===== config.mk =====
export PLATFORM = sky130hd
export DESIGN_NAME = encoder_conditioner
export DESIGN_NICKNAME = d
export VERILOG_FILES = /design/src/rtl/encoder_conditioner.sv
export SDC_FILE = /design/constraint.sdc
export NUM_CORES = 1
export LEC_CHECK = 0
export ABC_AREA = 1
export CAP_MARGIN = 20
export CORE_UTILIZATION = 40
export CTS_CLUSTER_SIZE = 8
export DETAILED_ROUTE_END_ITERATION = 7
export PLACE_DENSITY_LB_ADDON = 0.08
export RECOVER_POWER = 100
export SLEW_MARGIN = 30
export SYNTH_ARGS = -nofsm -noshare
export SYNTH_HDL_FRONTEND = slang
export SYNTH_SLANG_ARGS = --single-unit

===== constraint.sdc =====
create_clock -name clk -period 1.84 [get_ports clk]
set_input_delay 0.368 -clock clk [delete_from_list [all_inputs] [get_ports clk]]
set_output_delay 0.368 -clock clk [all_outputs]
set_load 0.1 [all_outputs]

===== src/rtl/encoder_conditioner.sv =====
// Encoder front end: synchronises and debounces the raw channel, then derives
// edge strobes, a saturating glitch count and a stall flag.
module encoder_conditioner #(
  parameter int SYNC_STAGES     = 2,
  parameter int DEBOUNCE_CYCLES = 16,
  parameter int STALL_CYCLES    = 10_000_000,
  parameter int GLITCH_W        = 16
) (
  input  logic                clk,
  input  logic                rst,
  input  logic                enc_in,
  output logic                data_out,
  output logic                rise_pulse,
  output logic                fall_pulse,
  output logic [GLITCH_W-1:0] glitch_cnt,
  output logic                stalled
);

  localparam int CNT_W   = (DEBOUNCE_CYCLES > 1) ? $clog2(DEBOUNCE_CYCLES) : 1;
  localparam int STALL_W = $clog2(STALL_CYCLES + 1);
  localparam logic [CNT_W-1:0]   CNT_MAX   = CNT_W'(DEBOUNCE_CYCLES - 1);
  localparam logic [STALL_W-1:0] STALL_MAX = STALL_W'(STALL_CYCLES);

  logic [SYNC_STAGES-1:0] sync_q, sync_d;
  logic [CNT_W-1:0]       cnt_q, cnt_d;
  logic [STALL_W-1:0]     stall_q, stall_d;
  logic [GLITCH_W-1:0]    glitch_q, glitch_d;
  logic                   data_q, data_d;
  logic                   rise_q, rise_d;
  logic                   fall_q, fall_d;
  logic                   stalled_q, stalled_d;
  logic                   s;

  assign s = sync_q[SYNC_STAGES-1];

  always_comb begin
    sync_d   = {sync_q[SYNC_STAGES-2:0], enc_in};
    cnt_d    = cnt_q;
    data_d   = data_q;
    rise_d   = 1'b0;
    fall_d   = 1'b0;
    glitch_d = glitch_q;

    if (s == data_q) begin
      cnt_d = '0;
      // Input fell back before the new level was accepted.
      if (cnt_q != '0 && glitch_q != '1) glitch_d = glitch_q + 1'b1;
    end else if (cnt_q == CNT_MAX) begin
      data_d = s;
      cnt_d  = '0;
      rise_d = s;
      fall_d = ~s;
    end else begin
      cnt_d = cnt_q + 1'b1;
    end

    if (rise_d)                      stall_d = '0;
    else if (stall_q != STALL_MAX)   stall_d = stall_q + 1'b1;
    else                             stall_d = stall_q;
    stalled_d = (stall_d == STALL_MAX);
  end

  always_ff @(posedge clk) begin
    if (rst) begin
      sync_q    <= '0;
      cnt_q     <= '0;
      stall_q   <= '0;
      glitch_q  <= '0;
      data_q    <= 1'b0;
      rise_q    <= 1'b0;
      fall_q    <= 1'b0;
      stalled_q <= 1'b0;
    end else begin
      sync_q    <= sync_d;
      cnt_q     <= cnt_d;
      stall_q   <= stall_d;
      glitch_q  <= glitch_d;
      data_q    <= data_d;
      rise_q    <= rise_d;
      fall_q    <= fall_d;
      stalled_q <= stalled_d;
    end
  end

  assign data_out   = data_q;
  assign rise_pulse = rise_q;
  assign fall_pulse = fall_q;
  assign glitch_cnt = glitch_q;
  assign stalled    = stalled_q;

endmodule


==> results by group <==
Setup path
  • CP Capture Type: flip-flop
  • CP max-delay cell: dfxtp_4
  • WP data arrival: 1980 ps
  • Worst path bufs/invs: 1
  • Worst setup path class: reg -> reg
  • Worst path cell trace: ha_4, nand2_4, nor3_4, nand2_2, nor2_2, nand4_1, nand2_4, buf_4, nand2_1, a21oi_1
  • Most common cell on crit path: nand2_4
  • CP max FO: 6
  • Required @ worst endpoint: 2070 ps
  • CP max stage delay: 370 ps
  • Number of cells on the critical path: 10
  • Crit start category: flip-flop
  • CP delay by family, top: simple AND/OR/NAND/NOR gates
  • Worst r2r path cells: 10

CTS
  • Clock sinks: 50
  • H-tree depth: 2
  • CTS tree: built
  • CTS Root Cell: clkbuf_8
  • Hold buffers post-CTS: 0
  • Clk slew on worst S/H paths: 90 ps
  • TritonCTS buffer count: 5
  • CTS max path bufs: 2
  • Clk Latency, worst-skew pair: 300 ps

Placed design
  • Post-DP Area: 3360 um2
  • Post-Place Cells: 529
  • DP HPWL: 5340 um
  • RD Place Congestion: 0.908
  • Buffers on Ports: 22

Logic synthesis
  • FFs w/ async S/R, synth: 0%
  • Synth top area share: 36.5%
  • Area leader, netlist: dfxtp_1
  • Cell Area, Synth: 2740 um2
  • Post-synth top cells: nand2_1, nor2_1, dfxtp_1, inv_1, nand3_1
  • Post-synth EDFFs: 0
  • Post-synthesis sequential area ratio: 36.5%
  • Unique masters post-synth: 31
  • Most frequent cell after synthesis: nand2_1
  • Syn Inst Count: 423
  • Most used DFF post-synth: dfxtp_1
  • Syn nets: 431
  • Syn. warnings: 0
  • Largest cells by area after synthesis: dfxtp_1, nand2_1, nor2_1, inv_1, nand3_1
  • Mean post-synth cell area: 6.48 um2
  • Seq cells post-synth: 50

Detailed routing
  • Vias per cell: 4.96
  • Vias: 2,693
  • Detailed Routing Iterations Pass 1: 8
  • WL/cell: 12.9 um
  • # DRC: 2
  • Drt initial violations: 170
  • Routed Antenna Nets: 0
  • Detailed Route WL: 7030 um

Global routing
  • Vias in the first global route: 2,455
  • Global-route wire length before repair: 11,500 um
  • Pin count of the biggest net entering global routing: 18
  • Tot GR Track Use: 20.3%
  • GR Overflow Total: 0
  • Initial antenna violation count: 0

Floorplanning
  • Core ar.: 6490 um2
  • # rows: 29
  • Die area: 7190 um2
  • Initial Util: 42.2%
  • Die Ht: 84.8 um
  • Die Wd: 84.8 um
  • IO Pins: 23

Job
  • Max Cap Viol: 0

Timing
  • Setup TNS: 0 ps
  • RSZ-0062 raised after global routing: true
  • Worst slew pin tran: 552 ps
  • Hold Violations, Final: 0
  • FMAX: 571 MHz
  • Final setup viols: 0
  • Period utilisation layout: 95.1%
  • Max Transition Viols Final: 0
  • Clk_skew: 5.51 ps
  • Tmin final: 1750 ps
  • Slew headroom: 63.3%
  • WHS: 409 ps

Power
  • P_leak: 1.38 nW
  • Pwr Total: 1.84 mW
  • Pwr Density: 530 nW/um2
  • Maximum VDD drop: 0.000458 V

Cells and area
  • Area growth syn-to-layout: 26.4%
  • Fin cells: 543
  • Layout Nets: 473
  • # diodes: 0
  • Multi-input logic area: 1590 um2
  • Design Area, Final: 3460 um2
  • Fill cell count: 631
  • Register area: 1050 um2
  • Share of post-route cells with drive strength above 1: 19.7%

Status
  • Status: complete, but fails checks
  • Failing checks: design-rule violations

Worst hold path
  • Hold Path Depth: 2
  • Hold Crit Class: reg -> reg
## registers in the layout, indices dropped and copies added (netlist names)
signal	flops
fall_pulse	1
sync_q	2
glitch_cnt	16
data_out	1
cnt_q	4
stall_q	24
rise_pulse	1
stalled	1
## placed cells by master, fill, tap and decap left out, types with 3 or more instances in the layout
cell and instances:
nand2_1 117, nor2_1 82, inv_1 40, dfxtp_1 33
nand3_1 23, a21oi_1 21, buf_4 19, buf_12 12
xnor2_1 10, dfxtp_4 10, nor2_2 9, xor2_1 8
clkbuf_2 8, nand4_1 7, dfxtp_2 7, o21ai_0 6
nor3_1 6, clkbuf_8 5, nand3b_1 4, inv_2 3
nor4_1 3, ha_1 3
## worst register-to-register path, cell delays in order (launching register included)
cell	delay (ps)
dfxtp_4	370
ha_4	150
nand2_4	70
nor3_4	220
nand2_2	90
nor2_2	130
nand4_1	140
nand2_4	180
buf_4	160
nand2_1	50
a21oi_1	130
## per-stage QoR
stage,worst slack [ps],utilization [%]
detailed placement,84.4,51.7
floorplan,10.7,-
global route,-19.0,53.3
global placement,44.5,51.7
finish,89.5,53.3
CTS,62.0,53.0
## cell families after synthesis
kind of cell / share of synthesized area (%)
XOR/XNOR: 5.75
adder cells (fa/ha/maj): 2.28
AND/OR/NAND/NOR: 41.4
flip-flops: 36.5
buffers and inverters: 7.99
AO/OA/AOI/OAI: 6.12
## layer usage
layer | GRT usage [%] | vias up | routed length, um
met1 | 29.4 | 1212 | 3650
met2 | 31.0 | 63 | 2940
met5 | 0 | - | 0
met4 | 5.55 | 0 | 84
li1 | - | 1410 | -
met3 | 3.74 | 8 | 355
## path summary, 6_finish.rpt
kind / from / endpoint / slack (ps)
max: glitch_cnt[0]$_SDFFE_PP0P_ / glitch_cnt[11]$_SDFFE_PP0P_ / 90
min: sync_q[0]$_SDFF_PP0_ / sync_q[1]$_SDFF_PP0_ / 410
max reg2reg: glitch_cnt[0]$_SDFFE_PP0P_ / glitch_cnt[11]$_SDFFE_PP0P_ / 90
min reg2reg: sync_q[0]$_SDFF_PP0_ / sync_q[1]$_SDFF_PP0_ / 410
## repair_timing
item                                    in CTS  in global routing
setup buffers                                0                  6
resized for setup                            0                 26
endpoints found under the setup margin       0                  5
## final cells by class
cell class | count | area share [%]
Multi-Input combinational cell | 320 | 46.0
Sequential cell | 50 | 30.2
Timing Repair Buffer | 43 | 13.4
Inverter | 45 | 5.09
Tap cell | 77 | 2.78
Clock buffer | 6 | 2.09
Clock inverter | 2 | 0.397
## report_power, final
group / switching [mW] / internal, mW / total [mW]
clock: 0.362 / 0.269 / 0.631
combinational: 0.0768 / 0.0432 / 0.120
sequential: 0.00827 / 1.08 / 1.09
total: 0.447 / 1.39 / 1.84
Power figures use the tool's default switching activity.
